### src/rtl/sync_fifo_param_if.sv
// Handshake and status bundle for the single-clock FIFO.
// The producer/consumer side uses the master modport and the FIFO uses the slave modport.
interface sync_fifo_param_if #(
  parameter int WIDTH = 8,
  parameter int DEPTH = 16
);
  localparam int CW = $clog2(DEPTH) + 1;

  logic             wr_en;
  logic [WIDTH-1:0] wdata;
  logic             rd_en;
  logic [WIDTH-1:0] rdata;
  logic             rd_valid;
  logic             full;
  logic             empty;
  logic             almost_full;
  logic             almost_empty;
  logic [CW-1:0]    count;
  logic             overflow;
  logic             underflow;

  modport master (
    output wr_en, wdata, rd_en,
    input  rdata, rd_valid, full, empty, almost_full, almost_empty,
           count, overflow, underflow
  );

  modport slave (
    input  wr_en, wdata, rd_en,
    output rdata, rd_valid, full, empty, almost_full, almost_empty,
           count, overflow, underflow
  );
endinterface

### src/rtl/sync_fifo_param.sv
// Single-clock parametrised FIFO.
// It provides occupancy count, almost-full/empty thresholds, and overflow/underflow pulses.
// Two read modes are available: registered read (FWFT=0) and first-word-fall-through (FWFT=1).
module sync_fifo_param #(
  parameter int WIDTH    = 8,
  parameter int DEPTH    = 16,
  parameter int FWFT     = 0,
  parameter int AF_LEVEL = 12,
  parameter int AE_LEVEL = 2
) (
  input logic              clk,
  input logic              res,
  sync_fifo_param_if.slave bus
);
  localparam int AW = $clog2(DEPTH);
  localparam int CW = $clog2(DEPTH) + 1;
  localparam logic [CW-1:0] DEPTH_C = CW'(DEPTH);
  localparam logic [CW-1:0] AF_C    = CW'(AF_LEVEL);
  localparam logic [CW-1:0] AE_C    = CW'(AE_LEVEL);

  if ((DEPTH < 2) || ((DEPTH & (DEPTH - 1)) != 0)) begin : g_bad_depth
    $error("sync_fifo_param: DEPTH must be a power of two and >= 2");
  end
  if ((AF_LEVEL < 1) || (AF_LEVEL > DEPTH)) begin : g_bad_af
    $error("sync_fifo_param: AF_LEVEL out of range 1..DEPTH");
  end
  if ((AE_LEVEL < 0) || (AE_LEVEL > DEPTH - 1)) begin : g_bad_ae
    $error("sync_fifo_param: AE_LEVEL out of range 0..DEPTH-1");
  end

  logic [WIDTH-1:0] mem [DEPTH];
  logic [AW-1:0]    wr_ptr, rd_ptr;
  logic [CW-1:0]    count_q, count_next;
  logic             full_q, empty_q, af_q, ae_q, ovf_q, udf_q;
  logic             wr_ok, rd_ok;

  // Acceptance is decided only from the flags registered before the edge.
  assign wr_ok = bus.wr_en & ~full_q;
  assign rd_ok = bus.rd_en & ~empty_q;

  // Occupancy after this edge; a simultaneous push and pop leave it unchanged.
  always_comb begin
    count_next = count_q;
    if (wr_ok && !rd_ok)      count_next = count_q + 1'b1;
    else if (rd_ok && !wr_ok) count_next = count_q - 1'b1;
  end

  // Storage array; contents survive reset on purpose.
  always_ff @(posedge clk) begin
    if (wr_ok) mem[wr_ptr] <= bus.wdata;
  end

  // Pointers, count, registered status flags and error pulses.
  always_ff @(posedge clk or negedge res) begin
    if (!res) begin
      wr_ptr  <= '0;
      rd_ptr  <= '0;
      count_q <= '0;
      full_q  <= 1'b0;
      empty_q <= 1'b1;
      af_q    <= 1'b0;
      ae_q    <= 1'b1;
      ovf_q   <= 1'b0;
      udf_q   <= 1'b0;
    end else begin
      if (wr_ok) wr_ptr <= wr_ptr + 1'b1;
      if (rd_ok) rd_ptr <= rd_ptr + 1'b1;
      count_q <= count_next;
      full_q  <= (count_next == DEPTH_C);
      empty_q <= (count_next == '0);
      af_q    <= (count_next >= AF_C);
      ae_q    <= (count_next <= AE_C);
      ovf_q   <= bus.wr_en & full_q;
      udf_q   <= bus.rd_en & empty_q;
    end
  end

  if (FWFT != 0) begin : g_fwft
    // Head word is presented combinationally; it is meaningless while empty.
    assign bus.rdata    = mem[rd_ptr];
    assign bus.rd_valid = 1'b0;
  end else begin : g_std
    logic [WIDTH-1:0] rdata_q;
    logic             rd_valid_q;

    // Registered read: the popped word appears one clock after the accepted read.
    always_ff @(posedge clk or negedge res) begin
      if (!res) begin
        rdata_q    <= '0;
        rd_valid_q <= 1'b0;
      end else begin
        rd_valid_q <= rd_ok;
        if (rd_ok) rdata_q <= mem[rd_ptr];
      end
    end

    assign bus.rdata    = rdata_q;
    assign bus.rd_valid = rd_valid_q;
  end

  assign bus.count        = count_q;
  assign bus.full         = full_q;
  assign bus.empty        = empty_q;
  assign bus.almost_full  = af_q;
  assign bus.almost_empty = ae_q;
  assign bus.overflow     = ovf_q;
  assign bus.underflow    = udf_q;
endmodule

### src/flat_wrapper.sv
// flat-port wrapper written by rule: the top's interface ports become plain ports
module sync_fifo_param_flat 
#(
  parameter int WIDTH    = 8,
  parameter int DEPTH    = 16,
  parameter int FWFT     = 0,
  parameter int AF_LEVEL = 12,
  parameter int AE_LEVEL = 2
)
  (clk, res, bus_wr_en, bus_wdata, bus_rd_en, bus_rdata, bus_rd_valid, bus_full, bus_empty, bus_almost_full, bus_almost_empty, bus_count, bus_overflow, bus_underflow);
  sync_fifo_param_if #(.WIDTH(WIDTH), .DEPTH(DEPTH)) bus_i ();
  input logic clk;
  input logic res;
  input wire logic [$bits(bus_i.wr_en)-1:0] bus_wr_en;
  input wire logic [$bits(bus_i.wdata)-1:0] bus_wdata;
  input wire logic [$bits(bus_i.rd_en)-1:0] bus_rd_en;
  output wire logic [$bits(bus_i.rdata)-1:0] bus_rdata;
  output wire logic [$bits(bus_i.rd_valid)-1:0] bus_rd_valid;
  output wire logic [$bits(bus_i.full)-1:0] bus_full;
  output wire logic [$bits(bus_i.empty)-1:0] bus_empty;
  output wire logic [$bits(bus_i.almost_full)-1:0] bus_almost_full;
  output wire logic [$bits(bus_i.almost_empty)-1:0] bus_almost_empty;
  output wire logic [$bits(bus_i.count)-1:0] bus_count;
  output wire logic [$bits(bus_i.overflow)-1:0] bus_overflow;
  output wire logic [$bits(bus_i.underflow)-1:0] bus_underflow;
  assign bus_i.wr_en = bus_wr_en;
  assign bus_i.wdata = bus_wdata;
  assign bus_i.rd_en = bus_rd_en;
  assign bus_rdata = bus_i.rdata;
  assign bus_rd_valid = bus_i.rd_valid;
  assign bus_full = bus_i.full;
  assign bus_empty = bus_i.empty;
  assign bus_almost_full = bus_i.almost_full;
  assign bus_almost_empty = bus_i.almost_empty;
  assign bus_count = bus_i.count;
  assign bus_overflow = bus_i.overflow;
  assign bus_underflow = bus_i.underflow;
  sync_fifo_param #(.WIDTH(WIDTH), .DEPTH(DEPTH), .FWFT(FWFT), .AF_LEVEL(AF_LEVEL), .AE_LEVEL(AE_LEVEL)) u_core (.clk(clk), .res(res), .bus(bus_i));
endmodule
### config.mk
export PLATFORM = sky130hd
export DESIGN_NAME = sync_fifo_param_flat
export DESIGN_NICKNAME = d
export VERILOG_FILES = /design/src/rtl/sync_fifo_param_if.sv /design/src/rtl/sync_fifo_param.sv /design/src/flat_wrapper.sv
export SDC_FILE = /design/constraint.sdc
export NUM_CORES = 1
export LEC_CHECK = 0
export CAP_MARGIN = 10
export CELL_PAD_IN_SITES_DETAIL_PLACEMENT = 1
export CELL_PAD_IN_SITES_GLOBAL_PLACEMENT = 2
export CORE_ASPECT_RATIO = 0.8
export CORE_MARGIN = 1
export CORE_UTILIZATION = 44
export CTS_CLUSTER_SIZE = 14
export DETAILED_ROUTE_END_ITERATION = 16
export PLACE_DENSITY_LB_ADDON = 0.05
export SLEW_MARGIN = 20
export SYNTH_ARGS = -nofsm -noshare
export SYNTH_HDL_FRONTEND = slang
export SYNTH_SLANG_ARGS = --single-unit
export TNS_END_PERCENT = 5
### constraint.sdc
create_clock -name clk -period 2.5 [get_ports clk]
set_clock_uncertainty 0.2 [all_clocks]
set_input_delay 0.5 -clock clk [delete_from_list [all_inputs] [get_ports clk]]
set_output_delay 0.5 -clock clk [all_outputs]
set_load 0.02 [all_outputs]
==> results_dict.tcl <==
set metrics [dict create \
    final_cell_mix "128 x edfxtp_1, 64 x mux2i_1, 32 x nand2_1" \
    wl_per_cell_um 22.6 \
    finalHoldViolCount 0 \
    clock_latency_ps 420 \
    dp_cells 632 \
    leakage_nw 2.88 \
    dr.pass1.iters 4 \
    critical_path_required_ps 1800 \
    tightest_slew_ps 771 \
    fin_cells 664 \
    seq_area_frac_synth_pct 71.4 \
    cts.sinks 156 \
    ir_drop_v 0.000694 \
    vias_per_cell 5.36 \
    setup_tns_ps 0 \
    grt_pass1_wl_mm 23.2 \
    p_per_area_mw_per_mm2 1150 \
    grt_pass1_vias 3794 \
    p_int_mw 5.97 \
    fin_nets 490 \
    path_buf_inv 1 \
    clk_pin_slew_ps 60 \
    drc 0 \
    num_vias 3559 \
    startpoint_type "flip-flop" \
    rsz0062_at_grt "false" \
    synth_nets 422 \
    end_kind "primary output" \
    syn_area_per_cell_sq_um 15.8 \
    fp.dieH_um 110 \
    arrival_ps 1590 \
    syn_area_sq_mm 0.00636 \
    cts-root-buf "clkbuf_16" \
    grt_remaining_overflow 0 \
    antenna_found_initial 0 \
    antenna_left 0 \
    diodes 0 \
    final_area_sq_mm 0.00780 \
    hold_class "in -> async" \
    drt_iter0_markers 272 \
    fin_crit_sh_pct 91.7 \
    cts_max_path_buffers 2 \
    crit_chain "clkdlybuf4s50_1" \
    cts_tree "done" \
    pwr-share-seq_pct 40.5 \
    num_io_pins 32 \
    place_area_sq_mm 0.00724 \
    drive_above_1_share_pct 17.1 \
    period_needed_ps 2290 \
    yosys_warnings 0 \
    rr_startpoint "u_core.bus.count[0]" \
    die_w_um 136 \
    ys_ff_latch 156 \
    start_util_pct 46.0 \
    io_buffer_count 31 \
    slew_violations 0 \
    grtUsageTotal_pct 22.5 \
    maxCapViolations 0 \
    timing.rr.end "u_core.bus.full" \
    switching_share_pct 33.4 \
    clkPwrFrac_pct 27.4 \
    status "finished clean" \
    area_growth_pct 22.5 \
    cts_hold_buf 0 \
    die_area_sq_mm 0.0150 \
    final_util_pct 56.4 \
    whs_ps 177 \
    reg2reg_slack_ps 440 \
    ctsResizeCount 0 \
    layout_commonest_cell "edfxtp_1" \
    ctsHtreeMaxLevel 4 \
    postCtsSetupRepairBufs 0 \
    path_class "reg -> out" \
    core_area_sq_mm 0.0138 \
    reg2reg_depth 6 \
    dp_hpwl_mm 10.0 \
    rows 38 \
    crit_fanout 8 \
    max_freq_ghz 0.436 \
    cp_top_family "buffers and inverters" \
    gp_congestion 0.754 \
    syn_inst 403 \
    report.final.setup_viol 0 \
    ys_types 41 \
    totalWireLength_mm 15.0 \
    cts-buffers-inserted 17 \
    slowest_delay_ps 660 \
    grt_max_degree 27 \
    p_sw_mw 2.99 \
    maxSlewHeadroom_pct 48.6 \
    slowest_stage "clkdlybuf4s50_1" \
    combPwrFrac_pct 32.2 \
]
cell type report:
class / instances / area (sq um)
Clock inverter: 14 / 128
Clock buffer: 18 / 429
Timing Repair Buffer: 67 / 743
Inverter: 5 / 21.3
Tap cell: 180 / 225
Multi-Input combinational cell: 224 / 1700
Sequential cell: 156 / 4550
Fill cell: 1303 / 6040
layer usage:
metal / global-route usage, % / vias up / wire, um
met5: 0 / - / 0
met4: 8.73 / 0 / 201
met3: 4.75 / 15 / 859
met2: 33.7 / 84 / 6730
met1: 32.0 / 1811 / 7220
li1: - / 1649 / -
power by group through the flow:
stage,Clock (mW),Combinational [mW],Sequential [mW]
final,2.45,2.88,3.62
after CTS,2.51,2.92,3.63
after detailed placement,0,2.90,3.67
after global placement,0,2.86,3.66
after floorplan,0,1.72,3.66
after global routing,2.61,3.11,3.68
worst max-delay path by stage:
stage                              from                       to  slack (ps)  cells after the start
floorplan           u_core.bus.count[0]  u_core.bus.almost_empty         580                      6
global placement              bus_wr_en         u_core.mem[1][4]          60                      5
detailed placement            bus_rd_en      u_core.bus.rdata[3]          20                      8
CTS                 u_core.bus.count[0]             bus_count[0]         180                      1
global route        u_core.bus.count[0]             bus_count[0]         140                      1
finish              u_core.bus.count[0]             bus_count[0]         210                      1
synthesized netlist by cell type (all sizes together):
master,instances,area (sq um)
mux2,1,11.3
and2,19,119
and2b,1,7.51
buf,13,76.3
xnor2,10,110
a21oi,17,85.1
a2111oi,1,15.0
a22oi,18,154
o21ai,2,10.0
nor3b,1,7.51
ha,7,87.6
mux2i,64,641
o32ai,1,16.3
nand2b,3,26.3
dfstp,2,52.6
dfrtp,26,651
nor4,2,12.5
nor3,3,20.0
a21o,1,7.51
clkbuf,5,18.8
nand2,32,120
nor4b,1,15.0
nor2,8,53.8
and3,2,12.5
inv,5,21.3
nor2b,2,12.5
nand4,1,6.26
edfxtp,128,3840
a31oi,1,21.3
nand3,26,130
through the flow:
stage	setup WS (ps)	total power, mW
6_report	208	8.95
4_1_cts	180	9.06
3_3_place_gp	60.7	6.52
5_1_grt	142	9.40
3_5_place_dp	21.3	6.58
2_1_floorplan	576	5.37
state kept, by name (all words and copies together) (netlist names):
signal                   cells
u_core.bus.full              1
u_core.bus.rd_valid          1
u_core.rd_ptr                4
u_core.mem                 128
u_core.bus.empty             1
u_core.bus.rdata             8
u_core.bus.almost_full       1
u_core.bus.count             5
u_core.bus.almost_empty      1
u_core.bus.underflow         1
u_core.wr_ptr                4
u_core.bus.overflow          1
cell families (layout without fill, tap and decap cells):
family,Yosys count,after routing,share of synthesized area [%]
XOR/XNOR,10,10,1.73
multiplexers,65,65,10.2
AND/OR/NAND/NOR,101,101,8.53
flip-flops,156,156,71.4
adder cells (fa/ha/maj),7,7,1.38
AO/OA/AOI/OAI,41,41,4.86
buffers and inverters,23,104,1.83
Power figures use the tool's default switching activity.
